===== config.mk =====
export PLATFORM = sky130hd
export DESIGN_NAME = enqueue_ctrl
export DESIGN_NICKNAME = d
export VERILOG_FILES = /design/src/rtl/enqueue_pkg.sv /design/src/rtl/enqueue_ctrl_tick_timer.sv /design/src/rtl/enqueue_ctrl.sv
export SDC_FILE = /design/constraint.sdc
export NUM_CORES = 1
export LEC_CHECK = 0
export CAP_MARGIN = 15
export CORE_MARGIN = 8
export CORE_UTILIZATION = 25
export DETAILED_ROUTE_END_ITERATION = 12
export GPL_ROUTABILITY_DRIVEN = 0
export PLACE_DENSITY = 0.43
export SLEW_MARGIN = 15
export SYNTH_ARGS = -nofsm -noshare
export SYNTH_HDL_FRONTEND = slang
export SYNTH_SLANG_ARGS = --single-unit

===== constraint.sdc =====
create_clock -name clock -period 7 [get_ports clock]
set_clock_uncertainty 0.1 [all_clocks]
set_input_delay 1.4 -clock clock [delete_from_list [all_inputs] [get_ports clock]]
set_output_delay 1.4 -clock clock [all_outputs]
set_load 0.03 [all_outputs]

===== src/rtl/enqueue_pkg.sv =====
// Shared types and default sizing for the deserializer-to-queue enqueue controller.
package enqueue_pkg;

    localparam int unsigned DataWDef         = 8;
    localparam int unsigned LenWDef          = 4;
    localparam int unsigned DepthDef         = 8;
    localparam int unsigned FullWaitTicksDef = 16;
    localparam int unsigned ConfirmTicksDef  = 2;
    localparam int unsigned CntWDef          = 8;

    typedef enum logic [2:0] {
        IDLE,
        WAIT_SLOT,
        ENQ,
        CONFIRM,
        DROP,
        ACK
    } state_t;

endpackage


===== src/rtl/enqueue_ctrl_tick_timer.sv =====
// Tick-gated up-counter with synchronous clear; hit_o flags the tick that reaches limit_i.
module tick_timer #(
    parameter int unsigned W = 5
) (
    input  logic         clk_i,
    input  logic         rst_ni,
    input  logic         clr_i,
    input  logic         en_i,
    input  logic         tick_i,
    input  logic [W-1:0] limit_i,
    output logic         hit_o
);

    logic [W-1:0] count_q, count_d;

    always_comb begin
        count_d = count_q;
        if (clr_i) begin
            count_d = '0;
        end else if (en_i && tick_i) begin
            count_d = count_q + 1'b1;
        end
    end

    always_ff @(posedge clk_i) begin
        if (!rst_ni) begin
            count_q <= '0;
        end else begin
            count_q <= count_d;
        end
    end

    assign hit_o = en_i && tick_i && ((count_q + 1'b1) == limit_i);

endmodule


===== src/rtl/enqueue_ctrl.sv =====
// Moves one deserializer word into a tick-paced queue, confirms it via the queue length,
// drops and counts words that cannot be placed, and closes a 4-phase ack handshake.
module enqueue_ctrl
    import enqueue_pkg::*;
#(
    parameter int unsigned DATA_W          = DataWDef,
    parameter int unsigned LEN_W           = LenWDef,
    parameter int unsigned DEPTH           = DepthDef,
    parameter int unsigned FULL_WAIT_TICKS = FullWaitTicksDef,
    parameter int unsigned CONFIRM_TICKS   = ConfirmTicksDef,
    parameter int unsigned CNT_W           = CntWDef
) (
    input  logic              clock,
    input  logic              reset,
    input  logic              tick_in,
    input  logic              des_ready_in,
    input  logic [DATA_W-1:0] des_data_in,
    input  logic [LEN_W-1:0]  len_in,
    input  logic              deq_in,
    output logic              enq_out,
    output logic [DATA_W-1:0] enq_data_out,
    output logic              ack_out,
    output logic              busy_out,
    output logic              drop_out,
    output logic [CNT_W-1:0]  drop_cnt_out
);

    localparam int unsigned MaxTicks = (FULL_WAIT_TICKS > CONFIRM_TICKS) ?
                                       FULL_WAIT_TICKS : CONFIRM_TICKS;
    localparam int unsigned TmrW     = $clog2(MaxTicks + 1);
    localparam logic [LEN_W:0] DepthX = (LEN_W + 1)'(DEPTH);

    state_t              state_q;
    logic                enq_q, ack_q, busy_q, drop_q, deq_seen_q;
    logic [DATA_W-1:0]   data_q;
    logic [CNT_W-1:0]    drop_cnt_q;
    logic [LEN_W-1:0]    len_snap_q;

    logic                has_room, len_match, tmr_clr, tmr_en, tmr_hit;
    logic [LEN_W:0]      exp_len;
    logic [TmrW-1:0]     tmr_limit;

    assign has_room = {1'b0, len_in} < DepthX;

    // One extra bit so DEPTH-1 + 1 does not wrap before the compare.
    assign exp_len   = {1'b0, len_snap_q} + (LEN_W + 1)'(1)
                     - {{LEN_W{1'b0}}, (deq_seen_q && (len_snap_q != '0))};
    assign len_match = ({1'b0, len_in} == exp_len);

    always_comb begin
        tmr_clr = 1'b0;
        tmr_en  = 1'b0;
        unique case (state_q)
            IDLE:      tmr_clr = 1'b1;
            WAIT_SLOT: tmr_en  = des_ready_in && !has_room;
            ENQ:       tmr_clr = 1'b1;
            CONFIRM:   tmr_en  = !len_match;
            default:   ;
        endcase
    end

    assign tmr_limit = (state_q == WAIT_SLOT) ? TmrW'(FULL_WAIT_TICKS) : TmrW'(CONFIRM_TICKS);

    tick_timer #(
        .W (TmrW)
    ) u_timer (
        .clk_i   (clock),
        .rst_ni  (reset),
        .clr_i   (tmr_clr),
        .en_i    (tmr_en),
        .tick_i  (tick_in),
        .limit_i (tmr_limit),
        .hit_o   (tmr_hit)
    );

    always_ff @(posedge clock) begin
        if (!reset) begin
            state_q    <= IDLE;
            enq_q      <= 1'b0;
            ack_q      <= 1'b0;
            busy_q     <= 1'b0;
            drop_q     <= 1'b0;
            deq_seen_q <= 1'b0;
            data_q     <= '0;
            drop_cnt_q <= '0;
            len_snap_q <= '0;
        end else begin
            drop_q <= 1'b0;
            unique case (state_q)
                IDLE: begin
                    if (des_ready_in) begin
                        data_q  <= des_data_in;
                        busy_q  <= 1'b1;
                        state_q <= WAIT_SLOT;
                    end
                end
                WAIT_SLOT: begin
                    if (!des_ready_in) begin
                        busy_q  <= 1'b0;
                        state_q <= IDLE;
                    end else if (tick_in) begin
                        if (has_room) begin
                            enq_q   <= 1'b1;
                            state_q <= ENQ;
                        end else if (tmr_hit) begin
                            drop_q  <= 1'b1;
                            state_q <= DROP;
                            if (drop_cnt_q != '1) drop_cnt_q <= drop_cnt_q + 1'b1;
                        end
                    end
                end
                ENQ: begin
                    if (tick_in) begin
                        len_snap_q <= len_in;
                        deq_seen_q <= deq_in;
                        enq_q      <= 1'b0;
                        state_q    <= CONFIRM;
                    end
                end
                CONFIRM: begin
                    if (tick_in) begin
                        if (len_match) begin
                            ack_q   <= 1'b1;
                            state_q <= ACK;
                        end else if (tmr_hit) begin
                            drop_q  <= 1'b1;
                            state_q <= DROP;
                            if (drop_cnt_q != '1) drop_cnt_q <= drop_cnt_q + 1'b1;
                        end
                    end
                end
                DROP: begin
                    ack_q   <= 1'b1;
                    state_q <= ACK;
                end
                ACK: begin
                    if (!des_ready_in) begin
                        ack_q   <= 1'b0;
                        busy_q  <= 1'b0;
                        state_q <= IDLE;
                    end
                end
                default: begin
                    enq_q   <= 1'b0;
                    ack_q   <= 1'b0;
                    busy_q  <= 1'b0;
                    state_q <= IDLE;
                end
            endcase
        end
    end

    assign enq_out      = enq_q;
    assign enq_data_out = data_q;
    assign ack_out      = ack_q;
    assign busy_out     = busy_q;
    assign drop_out     = drop_q;
    assign drop_cnt_out = drop_cnt_q;

endmodule


==> flow_summary_export.csv <==
group,metric,value,unit
detailed_routing,met1Wirelength,2.05,mm
timing,relSlewSlack,39.7,%
logic_synthesis,synth-edff-count,0,
final_layout,final_util,34.3,%
final_layout,diodes,0,
power,p_leak,0.843,nW
final_layout,area_growth,33.0,%
critical_path,critical-path-max-stage-delay,0.59,ns
logic_synthesis,synth_top_area_share,37.7,%
clock_network,cts_resized,0,
final_layout,drive_gt1_share,5.56,%
grt,grt_pass1_wl,7.58,mm
detailed_routing,wl_met3,156,microns
timing,timing_worst_slew_pin_value,0.897,ns
grt,grt.overflow.total,0,
critical_path,cp.arrival,3.60,ns
clock_network,clkSlewWorstSetupHoldPaths,0.07,ns
detailed_routing,avgViaCountPerCell,4.50,
worst_hold_path,hold_path_class,"register to register",
power,vdd_drop_max,0.000105,V
logic_synthesis,yosysSeqAreaShare,37.7,%
final_layout,fill_cells,722,
timing,max_freq,286,MHz
logic_synthesis,ys_seq_elements,33,
critical_path,r2r_setup_slack,4.03,ns
timing,period_share,50.0,%
logic_synthesis,synthArstFlopShare,0,%
placed_design,port_buffers,36,
critical_path,criticalPathCategory,"input port to register",
detailed_routing,drt_iter0_markers,50,
logic_synthesis,synthesis.area,1750,sq um
detailed_routing,route.detailed.drc,0,
grt,grt_util_all_layers,9.25,%
clock_network,cts_setup_buffers,0,
critical_path,crit_chain,"clkdlybuf4s50_1, a21oi_1, nand3b_1, a31oi_1, nand4b_4, or4_1, a21oi_1",
detailed_routing,num_vias,1565,
detailed_routing,wl_met2,1.99,mm
logic_synthesis,synth_compound_area_share,17.1,%
logic_synthesis,synth_cell_types,42,
critical_path,cp.required,7.10,ns
die,row_count,30,
critical_path,start_kind,"input port",
die,core-area,6790,sq um
run,max_cap_viol_count,0,
clock_network,cts_tree,"built",
logic_synthesis,synthTopCellsByCount,"dfxtp_1 (33), nand2_1 (33), a21oi_1 (26)",
detailed_routing,first_pass_iters,4,
critical_path,cp_max_fo,15,
critical_path,slowest_stage,"clkdlybuf4s50_1",
detailed_routing,drtAntennaViolNets,0,
status,status,"finished, final reports clean",
timing,grt_setup_unrepaired,"false",
logic_synthesis,synth_xor_area_share,6.35,%
clock_network,cts.sinks,33,
die,die_x,99.8,microns
clock_network,clock-root-buffer,"clkbuf_8",
logic_synthesis,synth_top_area_cell,"dfxtp_1",
grt,antenna_found_initial,0,
clock_network,clk_latency,0.28,ns
die,die_y,99.8,microns
logic_synthesis,synth_fa_ha_area_share,6.42,%
timing,setup_tns,0,ns
logic_synthesis,syn_inst,216,
clock_network,cts_buffers,5,
critical_path,cp-end-kind,"register",
logic_synthesis,synth.area.top_cells,"dfxtp_1 (38%), a21oi_1 (7.4%), nand2_1 (7.1%)",
clock_network,htree_num_levels,2,
die,initial_core_util,25.8,%
critical_path,cp_common_cell,"a21oi_1",
clock_network,cts_hold_buf,0,
detailed_routing,drt_wl_total,4.27,mm
logic_synthesis,synth_fp_nets,242,
logic_synthesis,synth_top_family_by_area,"simple AND/OR/NAND/NOR gates",
detailed_routing,wire_per_inst,12.3,microns
final_layout,nets,277,
timing,finalSetupViolations,0,
detailed_routing,top_layer,"met4",
timing,slew_viol_final,0,
clock_network,cts_buffer_depth,2,
power,cellPowerDensity,202,nW/um^2
grt,grt_pass1_vias,1583,
timing,hold_viol,0,
logic_synthesis,synthSimpleGateAreaFrac,25.5,%
grt,grt_max_degree,26,
critical_path,path_delay_family,"simple AND/OR/NAND/NOR gates",
die,pin_count,37,
logic_synthesis,synthFlopType,"dfxtp_1",
logic_synthesis,ys_warn_count,0,
critical_path,crit_buf_inv,1,
timing,fin_crit,3.50,ns
placed_design,post-dp-hpwl,3.15,mm
logic_synthesis,muxShareOfSynthArea,3.00,%
logic_synthesis,syn_avg_cell_area,8.12,sq um
die,die-area,9950,sq um
where the power goes:
group | internal (mW) | switching (mW) | total (mW)
Clock | 0.141 | 0.0726 | 0.214
Combinational | 0.0266 | 0.0322 | 0.0588
Sequential | 0.193 | 0.00604 | 0.199
logic make-up (layout without fill, tap and decap cells):
kind of cell | count (synthesis) | after routing
xor+xnor | 11 | 11
flops | 33 | 33
fa+ha+maj | 9 | 9
mux | 4 | 4
buf+inv | 17 | 53
simple gates | 91 | 91
compound gates | 51 | 51
worst reg2reg max path, cell delays in order, from the launching register on:
cell,delay [ns]
dfxtp_1,0.39
inv_1,0.10
ha_1,0.21
nand2_1,0.06
nand2_1,0.05
ha_1,0.18
ha_1,0.20
inv_1,0.06
ha_1,0.22
xnor2_1,0.14
nor4_2,0.48
nand3_1,0.20
nand4b_4,0.24
xor2_1,0.17
nor2_1,0.05
path summary, 6_finish.rpt:
path         cells past startpoint       startpoint         endpoint
max                              7     des_ready_in  drop_cnt_out[7]
min                              2  enq_data_out[1]  enq_data_out[1]
max reg2reg                     14    len_snap_q[2]  drop_cnt_out[0]
min reg2reg                      2  enq_data_out[1]  enq_data_out[1]
through the flow:
step / setup WS (ns) / power, mW / hold WS (ns) / instance area [sq um] / cells
2_1_floorplan: 4.11 / 0.237 / 0.360 / 1750 / 216
3_3_place_gp: 3.26 / 0.264 / 0.343 / 2200 / 340
3_5_place_dp: 3.21 / 0.263 / 0.350 / 2200 / 340
4_1_cts: 3.50 / 0.484 / 0.362 / 2330 / 348
5_1_grt: 3.33 / 0.498 / 0.373 / 2330 / 348
6_report: 3.50 / 0.472 / 0.360 / 2330 / 348
cell type report:
cell class	instances	area [sq um]	share of cell area, %
clock inverters	3	65.1	2.79
inverters	9	33.8	1.45
repair buffers	36	360	15.4
well taps	96	120	5.15
flip-flops and latches	33	661	28.3
clock buffers	5	68.8	2.95
multi-input cells	166	1020	43.9
flip-flops by register name, summed over array words and instances, names as in the netlist, 3 cells and up:
register         count
drop_cnt_out         8
enq_data_out         8
len_snap_q           4
state_q              3
u_timer.count_q      5
metal layers:
layer	vias to the layer above	track usage, %
li1	829	-
met1	695	11.7
met2	35	14.5
met3	6	2.51
met4	0	3.49
met5	-	0
layout by cell type, fill, tap and decap left out, drive strengths merged:
master,count
a22oi,1
nand4b,1
a211oi,1
xor2,5
nor2b,3
clkbuf,5
a22o,1
nand3,9
nand2b,2
mux2i,4
a311oi,1
or4,2
nor2,20
clkdlybuf4s50,36
nand2,33
inv,8
and3,3
a31oi,2
o31ai,2
o41ai,1
dfxtp,33
o211a,1
a21oi,26
a221oi,1
o2111ai,1
o21ai,10
xnor2,5
or3,6
bufinv,2
ha,9
o22ai,1
nor3,8
clkinv,2
xor3,1
nand3b,1
nand4,1
a31o,2
nor4,2
No activity file was read; power rests on OpenSTA's default activity.
